<file path="src/rtl/mos65xx_bus_ctrl_if.sv">
// Signal bundle joining the 65xx soft core, the bus controller and the Atari system bus.
// The controller takes the slave view; whatever drives the core/bus side takes the master view.
interface mos65xx_bus_ctrl_if #(
  parameter int ADDR_W = 13
);
  logic [15:0]       cpu_A;
  logic              cpu_RW_n;
  logic [7:0]        cpu_Dout;
  logic [7:0]        cpu_Din;
  logic              cpu_EN;
  logic              cpu_RES_n;
  logic              cpu_RDY;
  logic              cpu_IRQ_n;
  logic              cpu_NMI_n;
  logic [ADDR_W-1:0] A;
  logic              R_W_n;
  logic [7:0]        Dout;
  logic [7:0]        Din;
  logic              WE;
  logic              HSYNC_STB;
  logic              EXT_RDY;
  logic              IRQ_n;
  logic              NMI_n;

  modport slave (
    input  cpu_A, cpu_RW_n, cpu_Dout, Din, HSYNC_STB, EXT_RDY, IRQ_n, NMI_n,
    output cpu_Din, cpu_EN, cpu_RES_n, cpu_RDY, cpu_IRQ_n, cpu_NMI_n,
           A, R_W_n, Dout, WE
  );

  modport master (
    output cpu_A, cpu_RW_n, cpu_Dout, Din, HSYNC_STB, EXT_RDY, IRQ_n, NMI_n,
    input  cpu_Din, cpu_EN, cpu_RES_n, cpu_RDY, cpu_IRQ_n, cpu_NMI_n,
           A, R_W_n, Dout, WE
  );
endinterface

</file>
<file path="src/rtl/mos65xx_bus_ctrl.sv">
// Bus controller between a clock-enable style 65xx core and the Atari system bus:
// CPU enable divider, reset stretcher, WSYNC halt driving RDY, interrupt synchronisers.
module mos65xx_bus_ctrl #(
  parameter int          ADDR_W    = 13,
  parameter int          DIV       = 3,
  parameter int          RST_CYC   = 8,
  parameter logic [15:0] HALT_ADDR = 16'h0002,
  parameter logic [15:0] HALT_MASK = 16'h1080,
  parameter bit          IRQ_EN    = 1'b0,
  parameter bit          NMI_EN    = 1'b0,
  parameter bit          DIN_REG   = 1'b1
) (
  input  logic                CLK,
  input  logic                RES_n,
  mos65xx_bus_ctrl_if.slave   bus
);

  typedef enum logic {
    RUN    = 1'b0,
    HALTED = 1'b1
  } state_t;

  localparam logic [3:0] C_DIV_LAST = 4'(DIV - 1);
  localparam logic [3:0] C_DIN_CAP  = 4'((DIV >= 2) ? (DIV - 2) : 0);
  localparam logic [7:0] C_RST_LAST = 8'(RST_CYC - 1);

  logic [3:0] r_divCnt;
  logic       r_en;
  logic       r_resN;
  logic [7:0] r_stretchCnt;
  logic [7:0] r_din;
  state_t     r_state;
  logic       r_rdy;
  logic       r_extRdyQ;
  logic [1:0] r_irqSync;
  logic [1:0] r_nmiSync;

  logic       w_we;
  logic       w_haltHit;
  state_t     w_nextState;

  // DIN_REG needs a count == DIV-2 slot, which DIV=1 does not have.
  always_ff @(posedge CLK) begin
    assert (!(DIN_REG && (DIV < 2)) && (DIV >= 1) && (DIV <= 15) &&
            (RST_CYC >= 1) && (RST_CYC <= 255))
      else $error("mos65xx_bus_ctrl: illegal parameters DIV=%0d RST_CYC=%0d DIN_REG=%0d",
                  DIV, RST_CYC, DIN_REG);
  end

  always_ff @(posedge CLK) begin
    if (!RES_n) begin
      r_divCnt     <= '0;
      r_en         <= 1'b0;
      r_resN       <= 1'b0;
      r_stretchCnt <= '0;
      r_din        <= 8'h00;
    end else begin
      r_en     <= (r_divCnt == C_DIV_LAST);
      r_divCnt <= (r_divCnt == C_DIV_LAST) ? 4'd0 : r_divCnt + 4'd1;
      if (!r_resN && r_en) begin
        if (r_stretchCnt == C_RST_LAST) begin
          r_resN <= 1'b1;
        end else begin
          r_stretchCnt <= r_stretchCnt + 8'd1;
        end
      end
      if (r_divCnt == C_DIN_CAP) begin
        r_din <= bus.Din;
      end
    end
  end

  assign w_we      = r_en & ~bus.cpu_RW_n & r_resN;
  assign w_haltHit = ((bus.cpu_A & HALT_MASK) == (HALT_ADDR & HALT_MASK));

  // A halting write outranks a coincident HSYNC strobe.
  always_comb begin
    w_nextState = r_state;
    if (w_we && w_haltHit) begin
      w_nextState = HALTED;
    end else if (bus.HSYNC_STB) begin
      w_nextState = RUN;
    end
  end

  always_ff @(posedge CLK) begin
    if (!RES_n) begin
      r_state   <= RUN;
      r_rdy     <= 1'b1;
      r_extRdyQ <= 1'b1;
    end else begin
      r_state   <= w_nextState;
      r_extRdyQ <= bus.EXT_RDY;
      r_rdy     <= (w_nextState != HALTED) && r_extRdyQ;
    end
  end

  always_ff @(posedge CLK) begin
    if (!RES_n) begin
      r_irqSync <= 2'b11;
      r_nmiSync <= 2'b11;
    end else begin
      r_irqSync <= {r_irqSync[0], bus.IRQ_n};
      r_nmiSync <= {r_nmiSync[0], bus.NMI_n};
    end
  end

  // The bus is held in read while the core sits in reset.
  assign bus.A         = bus.cpu_A[ADDR_W-1:0];
  assign bus.Dout      = bus.cpu_Dout;
  assign bus.R_W_n     = bus.cpu_RW_n | ~r_resN;
  assign bus.WE        = w_we;
  assign bus.cpu_EN    = r_en;
  assign bus.cpu_RES_n = r_resN;
  assign bus.cpu_RDY   = r_rdy;
  assign bus.cpu_Din   = DIN_REG ? r_din : bus.Din;
  assign bus.cpu_IRQ_n = IRQ_EN ? r_irqSync[1] : 1'b1;
  assign bus.cpu_NMI_n = NMI_EN ? r_nmiSync[1] : 1'b1;

endmodule

</file>
<file path="src/flat_wrapper.sv">
// flat-port wrapper written by rule: the top's interface ports become plain ports
module mos65xx_bus_ctrl_flat 
#(
  parameter int          ADDR_W    = 13,
  parameter int          DIV       = 3,
  parameter int          RST_CYC   = 8,
  parameter logic [15:0] HALT_ADDR = 16'h0002,
  parameter logic [15:0] HALT_MASK = 16'h1080,
  parameter bit          IRQ_EN    = 1'b0,
  parameter bit          NMI_EN    = 1'b0,
  parameter bit          DIN_REG   = 1'b1
)
  (CLK, RES_n, bus_cpu_A, bus_cpu_RW_n, bus_cpu_Dout, bus_Din, bus_HSYNC_STB, bus_EXT_RDY, bus_IRQ_n, bus_NMI_n, bus_cpu_Din, bus_cpu_EN, bus_cpu_RES_n, bus_cpu_RDY, bus_cpu_IRQ_n, bus_cpu_NMI_n, bus_A, bus_R_W_n, bus_Dout, bus_WE);
  mos65xx_bus_ctrl_if #(.ADDR_W(ADDR_W)) bus_i ();
  input  logic CLK;
  input  logic RES_n;
  input wire logic [$bits(bus_i.cpu_A)-1:0] bus_cpu_A;
  input wire logic [$bits(bus_i.cpu_RW_n)-1:0] bus_cpu_RW_n;
  input wire logic [$bits(bus_i.cpu_Dout)-1:0] bus_cpu_Dout;
  input wire logic [$bits(bus_i.Din)-1:0] bus_Din;
  input wire logic [$bits(bus_i.HSYNC_STB)-1:0] bus_HSYNC_STB;
  input wire logic [$bits(bus_i.EXT_RDY)-1:0] bus_EXT_RDY;
  input wire logic [$bits(bus_i.IRQ_n)-1:0] bus_IRQ_n;
  input wire logic [$bits(bus_i.NMI_n)-1:0] bus_NMI_n;
  output wire logic [$bits(bus_i.cpu_Din)-1:0] bus_cpu_Din;
  output wire logic [$bits(bus_i.cpu_EN)-1:0] bus_cpu_EN;
  output wire logic [$bits(bus_i.cpu_RES_n)-1:0] bus_cpu_RES_n;
  output wire logic [$bits(bus_i.cpu_RDY)-1:0] bus_cpu_RDY;
  output wire logic [$bits(bus_i.cpu_IRQ_n)-1:0] bus_cpu_IRQ_n;
  output wire logic [$bits(bus_i.cpu_NMI_n)-1:0] bus_cpu_NMI_n;
  output wire logic [$bits(bus_i.A)-1:0] bus_A;
  output wire logic [$bits(bus_i.R_W_n)-1:0] bus_R_W_n;
  output wire logic [$bits(bus_i.Dout)-1:0] bus_Dout;
  output wire logic [$bits(bus_i.WE)-1:0] bus_WE;
  assign bus_i.cpu_A = bus_cpu_A;
  assign bus_i.cpu_RW_n = bus_cpu_RW_n;
  assign bus_i.cpu_Dout = bus_cpu_Dout;
  assign bus_i.Din = bus_Din;
  assign bus_i.HSYNC_STB = bus_HSYNC_STB;
  assign bus_i.EXT_RDY = bus_EXT_RDY;
  assign bus_i.IRQ_n = bus_IRQ_n;
  assign bus_i.NMI_n = bus_NMI_n;
  assign bus_cpu_Din = bus_i.cpu_Din;
  assign bus_cpu_EN = bus_i.cpu_EN;
  assign bus_cpu_RES_n = bus_i.cpu_RES_n;
  assign bus_cpu_RDY = bus_i.cpu_RDY;
  assign bus_cpu_IRQ_n = bus_i.cpu_IRQ_n;
  assign bus_cpu_NMI_n = bus_i.cpu_NMI_n;
  assign bus_A = bus_i.A;
  assign bus_R_W_n = bus_i.R_W_n;
  assign bus_Dout = bus_i.Dout;
  assign bus_WE = bus_i.WE;
  mos65xx_bus_ctrl #(.ADDR_W(ADDR_W), .DIV(DIV), .RST_CYC(RST_CYC), .HALT_ADDR(HALT_ADDR), .HALT_MASK(HALT_MASK), .IRQ_EN(IRQ_EN), .NMI_EN(NMI_EN), .DIN_REG(DIN_REG)) u_core (.CLK(CLK), .RES_n(RES_n), .bus(bus_i));
endmodule
</file>
<file path="config.mk">
export PLATFORM = sky130hd
export DESIGN_NAME = mos65xx_bus_ctrl_flat
export DESIGN_NICKNAME = d
export VERILOG_FILES = /design/src/rtl/mos65xx_bus_ctrl_if.sv /design/src/rtl/mos65xx_bus_ctrl.sv /design/src/flat_wrapper.sv
export SDC_FILE = /design/constraint.sdc
export NUM_CORES = 1
export LEC_CHECK = 0
export CAP_MARGIN = 25
export CORE_AREA = 5 5 70 72
export DETAILED_ROUTE_END_ITERATION = 7
export DIE_AREA = 0 0 75 77
export DONT_BUFFER_PORTS = 1
export GPL_TIMING_DRIVEN = 0
export PLACE_DENSITY = 0.47
export RECOVER_POWER = 100
export SYNTH_ARGS = -nofsm -noshare
export SYNTH_HDL_FRONTEND = slang
export SYNTH_SLANG_ARGS = --single-unit
</file>
<file path="constraint.sdc">
create_clock -name CLK -period 2.5 [get_ports CLK]
set_clock_uncertainty 0.2 [all_clocks]
set_input_delay 0.25 -clock CLK [delete_from_list [all_inputs] [get_ports CLK]]
set_output_delay 0.25 -clock CLK [all_outputs]
set_load 0.005 [all_outputs]
</file>
# Yosys cells after proc, flatten, opt, wreduce, memory -nomap -nowiden
# Cells that the tools add are included.
[totals]
regBits = 25
output_inout_bits = 36
wordCells = 31
[op_classes]
n_addsub = 2
eq_ne = 3
muxes = 2
n_bitwise = 8
reduce_logical = 8
[op_table]
columns = ["op", "count"]
rows = [
  ["$logic_not A16 Y1", 1],
  ["$add A8 B1 Y8 const B", 1],
  ["$eq A8 B3 Y1 const B", 1],
  ["$not A1 Y1", 5],
  ["$add A4 B1 Y4 const B", 1],
  ["$eq A4 B1 Y1 const B", 1],
  ["$eq A4 B2 Y1 const B", 1],
  ["$reduce_and A2 Y1", 2],
  ["$logic_and A1 B1 Y1", 3],
  ["$and A1 B1 Y1", 2],
  ["$mux W1", 2],
  ["$reduce_or A2 Y1", 1],
  ["$logic_not A1 Y1", 1],
  ["$or A1 B1 Y1", 1],
]

# Depth between registers and ports, before layout
# Gate-level depths: netlist of the first run.
[logic_depth]
depth_word = 7
depth_mapped = 6

# Worst setup path after synthesis of the first run
# OpenSTA, ideal clock, no wires.
[synth_timing]
path_type = "register to register"
startpoint = "register u_core.r_stretchCnt[0]"
endpoint = "register u_core.r_stretchCnt[3]"
setup_time_ps = 72
arrival_ps = 1137
required_time_ps = 2228
setup_slack_ps = 1091
stages_incl_launch_ff = 5
path_buffers = 0
synth_period_minus_slack_ps = 1409
path_cell_list = "dfxtp_1 ha_1 and3b_1 a211o_1 a21oi_1"
[synth_between]
elab_chain_len = 3
[synth_lines]
columns = ["element", "line", "rtl"]
rows = [
  ["from (decl)", "mos65xx_bus_ctrl.sv:30", "logic [7:0] r_stretchCnt;"],
  ["from (signal assigned)", "mos65xx_bus_ctrl.sv:64", "r_stretchCnt <= r_stretchCnt + 8'd1;"],
  ["branches (longest 3 deep; another with $add A8 B1 Y8)", "-", ""],
]
# Several ways; the timed one is not identified.
# A chain may end at the register's enable or synchronous reset.

# Worst setup path after layout of the first run
[layout_timing]
startpoint = "register u_core.r_stretchCnt[0]"
endpoint = "register u_core.r_stretchCnt[0]"
# The elaborated chain is that of the path after synthesis.

==> impl_metrics.py, run 1 <==
metrics = {
    "floorplan": {
        "dieWidth_um": 75,
        "die_area_sq_um": 5780,
        "num_io_pins": 75,
        "num_rows": 24,
        "die_h_um": 77,
        "start_util": 0.283,
        "coreArea_sq_um": 4230,
    },
    "clock_tree": {
        "cts_tree": "done",
        "cts.clk_slew.worst_paths_ps": 80,
        "root_buffer": "clkbuf_8",
        "clock_latency_ps": 260,
        "ctsResizeCount": 0,
        "cts_setup_buffers": 0,
        "clk_path_buf_depth": 2,
        "numClockSinks": 25,
        "cts.htree.levels": 1,
        "numCtsBuffers": 3,
    },
    "setup_path": {
        "r2r_slack_ps": 790,
        "worstPathMaxFanout": 4,
        "r2r_cells": 5,
        "critPathLaunch": "u_core.r_stretchCnt[0]",
        "cp.arrival_ps": 1660,
        "path_class": "register to register",
        "r2r-end": "u_core.r_stretchCnt[0]",
        "cp-end-kind": "register",
        "required_ps": 2450,
        "crit_path_end": "u_core.r_stretchCnt[0]",
        "rr_startpoint": "u_core.r_stretchCnt[0]",
        "worst_setup_path_start_kind": "register",
    },
    "global_routing": {
        "grt_overflow": 0,
        "grt_pass1_wl_mm": 3.91,
        "track_usage": 0.0851,
        "antenna_found_initial": 0,
        "grt_pass1_vias": 882,
        "grt_max_degree": 15,
    },
    "routing": {
        "wl_per_cell_um": 12.0,
        "vias": 898,
        "ant_nets": 0,
        "wl_mm": 2.47,
        "vias_per_cell": 4.36,
        "drtPass1Iterations": 4,
        "drtIter0Drc": 26,
        "drc": 0,
    },
    "synth": {
        "syn_avg_cell_area_sq_um": 8.61,
        "synth_edf_count": 0,
        "synth_area_sq_um": 1200,
        "ys.flop_type": "dfxtp_1",
        "syn_inst": 139,
        "synth-seq-cells": 25,
        "synth.distinct_cells": 27,
        "yosysSeqAreaShare": 0.418,
        "yosysWarnings": 0,
        "synth-async-reset-ratio": 0,
    },
    "sta": {
        "period_share": 0.683,
        "finalSetupViolations": 0,
        "fin_setup_tns_ps": 0,
        "fmax_mhz": 586,
        "maxSlewViolCount": 0,
        "hold_ws_ps": 19.7,
        "period_needed_ps": 1710,
        "rsz0062_at_grt": "false",
        "hold_violations": 0,
    },
    "power_and_ir_drop": {
        "power_density_nw_per_um2": 582,
        "max-vdd-ir-drop_uv": 200,
        "cellLeakagePower_nw": 0.570,
        "total_power_mw": 0.810,
    },
    "placed_design": {
        "dp_hpwl_mm": 1.95,
        "placed_cells": 192,
        "port-buffer-count": 0,
        "place_area_sq_um": 1260,
        "gp_congestion": 0.687,
    },
    "cells_and_area": {
        "nets": 198,
        "layout.cells.non_filler": 206,
        "diodes": 0,
        "design_area_sq_um": 1390,
        "drive_gt1_frac": 0.175,
        "area_delta_synth_final_pct": 16.3,
    },
    "job": {
        "maxCapViolations": 0,
    },
    "worst_hold_path": {
        "min_path_type": "primary input to register",
    },
    "status": {
        "status": "finished clean",
    },
}
## timing repair
item | in CTS | in global routing
hold endpoints to repair | 14 | 0
hold buffers | 10 | 0
endpoints found under the setup margin | 0 | 0
## sequential cells by signal (all words and copies together) (netlist names)
register,cells
u_core.r_divCnt,4
u_core.bus.cpu_EN,1
u_core.r_stretchCnt,8
u_core.bus.cpu_RDY,1
u_core.r_state,1
u_core.bus.cpu_RES_n,1
u_core.r_extRdyQ,1
u_core.bus.cpu_Din,8
## power breakdown
group	switching (mW)	leakage, nW	internal (mW)
sequential	0.0271	0.204	0.428
clock	0.120	0.0255	0.111
combinational	0.0628	0.341	0.0616
total	0.210	0.570	0.600
## Yosys cell counts (all sizes together), types with 2 or more instances
master  count  area (sq um)
nor2       12          45.0
ha          4          50.1
nand2b      4          25.0
dfxtp      25           500
nand3b      2          15.0
o21ai       4          20.0
a21oi      11          55.1
and2        2          12.5
nand3       2          10.0
and3b       2          17.5
inv         4          15.0
xnor2       2          17.5
and3        2          13.8
xor2        5          43.8
nand2      21          78.8
buf        25           183
nand4       4          25.0
## critical path: stages, from the launching register on
cell,delay (ps)
dfxtp_1,340
ha_1,240
and3b_1,220
a21boi_0,380
xnor2_1,170
nor2_1,50
## layout by cell type, fill, tap and decap left out, types with 2 or more instances in the layout
cell type	netlist	routed
a21oi_1	11	11
and3b_1	2	2
buf_2	2	2
buf_4	23	2
clkbuf_1	0	4
clkbuf_4	0	17
clkbuf_8	0	3
conb_1	1	2
dfxtp_1	25	25
dlygate4sd3_1	0	10
ha_1	4	4
inv_1	4	4
nand2_1	21	21
nand2b_1	4	4
nand3_1	2	2
nand3b_1	2	2
nand4_1	4	4
nor2_1	12	12
o21ai_0	4	4
xnor2_1	2	2
xor2_1	5	5
## cells by family after synthesis
group	share of synthesized area
flip-flops	0.418
buffers and inverters	0.168
adder cells (fa/ha/maj)	0.0418
AND/OR/NAND/NOR	0.232
other	0.00314
XOR/XNOR	0.0513
AO/OA/AOI/OAI	0.0847
## final cells by class
cell class,count,area [sq um]
Fill cell,453,2840
Inverter,5,18.8
Clock buffer,3,41.3
Buffer,25,168
Clock inverter,1,5.00
Tap cell,52,65.1
Multi-Input combinational cell,85,493
Sequential cell,25,500
Timing Repair Buffer,10,100
## per-layer routing
metal	wire [um]	share of wire	up-vias	track usage
met5	0	0	-	0
met4	48	0.019	0	0.0427
met3	238	0.097	6	0.0209
met2	1300	0.53	40	0.152
met1	877	0.36	395	0.0883
li1	-	-	457	-
## how the worst min path moves through the flow
stage | endpoint | startpoint | slack, ps | cells after the start
2_1_floorplan | u_core.r_extRdyQ | RES_n | 120 | 1
3_3_place_gp | u_core.r_extRdyQ | RES_n | 130 | 1
3_5_place_dp | u_core.r_extRdyQ | RES_n | 130 | 1
4_1_cts | u_core.bus.cpu_RDY | bus_HSYNC_STB | 20 | 2
5_1_grt | u_core.bus.cpu_Din[7] | RES_n | 50 | 2
6_report | u_core.bus.cpu_RDY | bus_HSYNC_STB | 20 | 2
## metrics by stage
| stage | setup slack, ps | utilization |
|---|---|---|
| after floorplan | 1090 | - |
| after global placement | 1000 | 0.299 |
| after detailed placement | 999 | 0.299 |
| after CTS | 935 | 0.333 |
| after global routing | 693 | 0.329 |
| final | 794 | 0.329 |
Note: power is estimated with default switching activity, not from simulation.
==> run 2: changes to the inputs <==
- PLACE_DENSITY: 0.47 -> 0.49
- clock period: 2.5 -> 1.55 ns (I/O delays scaled with it)
==> run 2 against run 1 <==
Against the previous run: via count is 3.8% higher; non-clock buffer count is 5 higher; highest routed layer unchanged; sequential share of layout area decreased by 1.6 points; critical path depth did not move; die area unchanged; worst hold slack lost 3.9 ps; global-route usage is 0.13 points higher; core utilization up 1.6 points.
==> impl_metrics.py, run 2 (synthesis gave the netlist of run 1 again) <==
metrics = {
    "setup_path": {
        "worst_setup_path_start_kind": "register",
        "cp-end-kind": "register",
        "rr_startpoint": "u_core.r_stretchCnt[0]",
        "critPathLaunch": "u_core.r_stretchCnt[0]",
        "cp.arrival_ps": 1440,
        "path_class": "register to register",
        "required_ps": 1500,
        "worstPathMaxFanout": 4,
    },
    "clock_tree": {
        "clk_path_buf_depth": 2,
        "cts_tree": "done",
        "root_buffer": "clkbuf_8",
        "cts.clk_slew.worst_paths_ps": 80,
        "numClockSinks": 25,
        "clock_latency_ps": 270,
        "numCtsBuffers": 3,
        "cts.htree.levels": 1,
    },
    "sta": {
        "fmax_mhz": 675,
        "setup_ws_ps": 68.0,
        "hold_violations": 0,
        "rsz0062_at_grt": "false",
        "finalSetupViolations": 0,
        "hold_ws_ps": 15.8,
        "maxSlewViolCount": 0,
        "fin_setup_tns_ps": 0,
        "period_needed_ps": 1480,
        "period_share": 0.956,
    },
    "placed_design": {
        "place_area_sq_um": 1260,
        "gp_congestion": 0.766,
        "place_ws_ps": 28.7,
        "port-buffer-count": 0,
        "dp_hpwl_mm": 1.97,
    },
    "cells_and_area": {
        "fin_util": 0.345,
        "diodes": 0,
        "fillers": 449,
        "nets": 203,
        "area_delta_synth_final_pct": 22.1,
        "drive_gt1_frac": 0.258,
        "design_area_sq_um": 1460,
        "mostFrequentLayoutCell": "dfxtp_1",
        "final_cell_mix": "dfxtp_1, nand2_1, clkbuf_4",
    },
    "worst_hold_path": {
        "hold_path.startpoint": "bus_cpu_A[7]",
        "min_path_type": "primary input to register",
    },
    "routing": {
        "drtPass1Iterations": 2,
        "drc": 0,
        "drtIter0Drc": 50,
        "vias": 932,
        "wl_mm": 2.52,
        "vias_per_cell": 4.42,
        "wl_per_cell_um": 12.0,
        "ant_nets": 0,
    },
    "job": {
        "maxCapViolations": 0,
    },
    "floorplan": {
        "num_rows": 24,
        "dieWidth_um": 75,
        "coreArea_sq_um": 4230,
        "die_area_sq_um": 5780,
        "num_io_pins": 75,
        "die_h_um": 77,
        "start_util": 0.283,
    },
    "global_routing": {
        "grt_overflow": 0,
        "grt_pass1_wl_mm": 4.00,
        "track_usage": 0.0864,
        "grt_pass1_vias": 898,
        "antenna_found_initial": 0,
        "grt_max_degree": 16,
    },
    "power_and_ir_drop": {
        "combPwrFrac": 0.164,
        "seqPwrFrac": 0.548,
        "cellLeakagePower_nw": 0.595,
        "p_sw_frac": 0.265,
        "max-vdd-ir-drop_uv": 654,
        "power_density_nw_per_um2": 917,
        "p_clk_frac": 0.288,
        "intPower_mw": 0.983,
        "p_sw_mw": 0.355,
    },
    "status": {
        "status": "finished clean",
    },
}
[run 2: cell count changes in the layout (fill, tap and decap cells not counted), sizes merged]
cell,delta
clkbuf,+3
clkinv,-2
clkinvlp,+2
buf,+1
dlygate4sd3,+1
[run 2: power groups by stage]
stage / combinational [mW] / sequential, mW / clock, mW
floorplan: 0.162 / 0.737 / 0
global placement: 0.187 / 0.747 / 0
detailed placement: 0.194 / 0.749 / 0
CTS: 0.218 / 0.734 / 0.405
global route: 0.251 / 0.743 / 0.424
finish: 0.219 / 0.733 / 0.386
[run 2: path summary, 6_finish.rpt]
| kind | end | slack [ps] | cells past startpoint |
|---|---|---|---|
| min reg2reg | u_core.bus.cpu_RDY | 250 | 2 |
| max reg2reg | u_core.r_stretchCnt[0] | 70 | 5 |
| min | u_core.bus.cpu_RDY | 20 | 4 |
| max | u_core.r_stretchCnt[0] | 70 | 5 |
[run 2: metal layers]
layer  up-vias  wire length, um  GRT usage
li1        467                -          -
met2        33             1380      0.158
met3         4              199     0.0170
met1       428              901     0.0900
met4         0               43     0.0427
met5         -                0          0
[run 2: worst max-delay path, cell delays in order, from the launching register on]
cell and delay (ps):
dfxtp_2 340, ha_2 210, and3b_2 240, a21boi_2 200, xnor2_1 140, nor2_1 50
[run 2: timing repair]
action,CTS,global route
hold buffers,11,0
endpoints found under the hold margin,16,0
endpoints found under the setup margin,0,12
resized for setup,0,5
buffers inserted,0,4
[run 2: area by class of cell]
type,instances,area [sq um],area share
Buffer,25,179,0.123
Clock buffer,3,41.3,0.0283
Clock inverter,1,7.51,0.00514
Inverter,5,20.0,0.0137
Multi-Input combinational cell,85,505,0.346
Sequential cell,25,502,0.344
Tap cell,52,65.1,0.0446
Timing Repair Buffer,15,140,0.0960
[run 2: metrics by stage]
step	power, mW	std cells
2_1_floorplan	0.899	140
3_3_place_gp	0.934	192
3_5_place_dp	0.943	192
4_1_cts	1.36	207
5_1_grt	1.42	211
6_report	1.34	211
==> run 3: changes to the inputs <==
- PLACE_DENSITY: 0.49 -> unset
==> run 3 against run 2 <==
Against the previous run: fmax up 1.2%; clock-buffer cell count up 1; largest cell class unchanged; setup slack better by 18 ps.
==> impl_metrics.py, run 3 (synthesis gave the netlist of run 1 again) <==
metrics = {
    "setup_path": {
        "critPathLaunch": "u_core.r_stretchCnt[0]",
        "slowest_delay_ps": 340,
        "cp.arrival_ps": 1420,
        "worstPathMaxFanout": 4,
        "r2r_cells": 5,
        "path_class": "register to register",
        "cp.depth": 5,
        "cp-end-kind": "register",
        "crit_path_end": "u_core.r_stretchCnt[0]",
        "worst_setup_path_start_kind": "register",
        "critPathSlowestCell": "dfxtp_1",
        "crit_buf_inv": 0,
        "r2r_slack_ps": 90,
        "required_ps": 1510,
        "r2r-end": "u_core.r_stretchCnt[0]",
        "cp_top_family": "flip-flops",
        "crit_chain": "ha_2 > and3b_2 > a21boi_2 > xnor2_1 > nor2_1",
        "rr_startpoint": "u_core.r_stretchCnt[0]",
    },
    "floorplan": {
        "coreArea_sq_um": 4230,
        "dieWidth_um": 75,
        "die_area_sq_um": 5780,
        "num_io_pins": 75,
        "start_util": 0.283,
        "num_rows": 24,
        "die_h_um": 77,
    },
    "power_and_ir_drop": {
        "power_density_nw_per_um2": 919,
        "cellLeakagePower_nw": 0.588,
        "max-vdd-ir-drop_uv": 399,
    },
    "global_routing": {
        "grt_pass1_wl_mm": 3.52,
        "grt_max_degree": 14,
        "track_usage": 0.0786,
        "grt_overflow": 0,
        "grt_pass1_vias": 796,
        "antenna_found_initial": 0,
    },
    "placed_design": {
        "gp_congestion": 0.755,
        "place_area_sq_um": 1260,
        "dp_hpwl_mm": 1.73,
        "port-buffer-count": 0,
    },
    "worst_hold_path": {
        "min_path_type": "primary input to register",
    },
    "clock_tree": {
        "cts.htree.levels": 1,
        "numCtsBuffers": 3,
        "numClockSinks": 25,
        "cts.clk_slew.worst_paths_ps": 80,
        "clk_path_buf_depth": 2,
        "cts_tree": "done",
        "clock_latency_ps": 260,
        "root_buffer": "clkbuf_8",
    },
    "cells_and_area": {
        "diodes": 0,
        "drive_gt1_frac": 0.228,
        "nets": 202,
        "design_area_sq_um": 1440,
        "mostFrequentLayoutCell": "dfxtp_1",
        "area_delta_synth_final_pct": 20.6,
        "final_cell_mix": "dfxtp_1, nand2_1, clkbuf_4",
    },
    "routing": {
        "wl_per_cell_um": 11.1,
        "ant_nets": 0,
        "vias_per_cell": 4.32,
        "drc": 0,
        "drtPass1Iterations": 3,
        "vias": 908,
        "wl_mm": 2.34,
        "drtIter0Drc": 46,
    },
    "sta": {
        "fmax_mhz": 683,
        "rsz0062_at_grt": "false",
        "maxSlewViolCount": 0,
        "hold_ws_ps": 17.6,
        "hold_violations": 0,
        "finalSetupViolations": 0,
        "period_share": 0.945,
        "fin_setup_tns_ps": 0,
        "period_needed_ps": 1460,
    },
    "job": {
        "maxCapViolations": 0,
    },
    "status": {
        "status": "finished clean",
    },
}
[run 3: where the power goes]
| group | switching, mW | internal (mW) | leakage [nW] |
|---|---|---|---|
| clock network | 0.195 | 0.184 | 0.0228 |
| registers | 0.0427 | 0.690 | 0.204 |
| logic | 0.105 | 0.109 | 0.362 |
| total | 0.343 | 0.983 | 0.588 |
[run 3: worst min path at each step]
stage                 start            endpoint  cells past startpoint
5_1_grt        bus_cpu_A[7]  u_core.bus.cpu_RDY                      4
3_5_place_dp          RES_n  u_core.bus.cpu_RDY                      1
4_1_cts        bus_cpu_A[7]  u_core.bus.cpu_RDY                      4
6_report       bus_cpu_A[7]  u_core.bus.cpu_RDY                      4
3_3_place_gp          RES_n  u_core.bus.cpu_RDY                      1
2_1_floorplan         RES_n    u_core.r_extRdyQ                      1
[run 3: area by class of cell]
type	count	area, sq um
Buffer	25	179
Clock buffer	4	45.0
Fill cell	449	2790
Inverter	5	22.5
Multi-Input combinational cell	85	502
Sequential cell	25	500
Tap cell	52	65.1
Timing Repair Buffer	14	129
[run 3: repair_timing]
item                                    CTS  global route
resized for setup                         0             4
endpoints found under the setup margin    0            12
buffers inserted                          0             3
endpoints found under the hold margin    16             0
hold buffers                             11             0
[run 3: worst reg2reg max path: cells and delay by family (launching register included)]
kind | cells | cell delay, ps
XOR/XNOR | 1 | 140
AO/OA/AOI/OAI | 1 | 190
AND/OR/NAND/NOR | 2 | 280
adder cells (fa/ha/maj) | 1 | 210
flip-flops | 1 | 340
[run 3: per-stage QoR]
stage / setup slack (ps) / instances / total power, mW / utilization
final: 85.9 / 210 / 1.33 / 0.341
after global placement: 56.1 / 192 / 0.938 / 0.299
after floorplan: 141 / 140 / 0.899 / -
after global routing: 2.87 / 210 / 1.42 / 0.341
after detailed placement: 60.0 / 192 / 0.940 / 0.299
after CTS: 0.826 / 207 / 1.34 / 0.335
[run 3: per-layer routing]
layer | up-vias | track usage | share of wire | wire length (um)
met2 | 42 | 0.128 | 0.47 | 1090
li1 | 468 | - | - | -
met3 | 2 | 0.0405 | 0.13 | 313
met1 | 396 | 0.0861 | 0.39 | 917
met5 | - | 0 | 0 | 0
met4 | 0 | 0.0267 | 0.0073 | 17
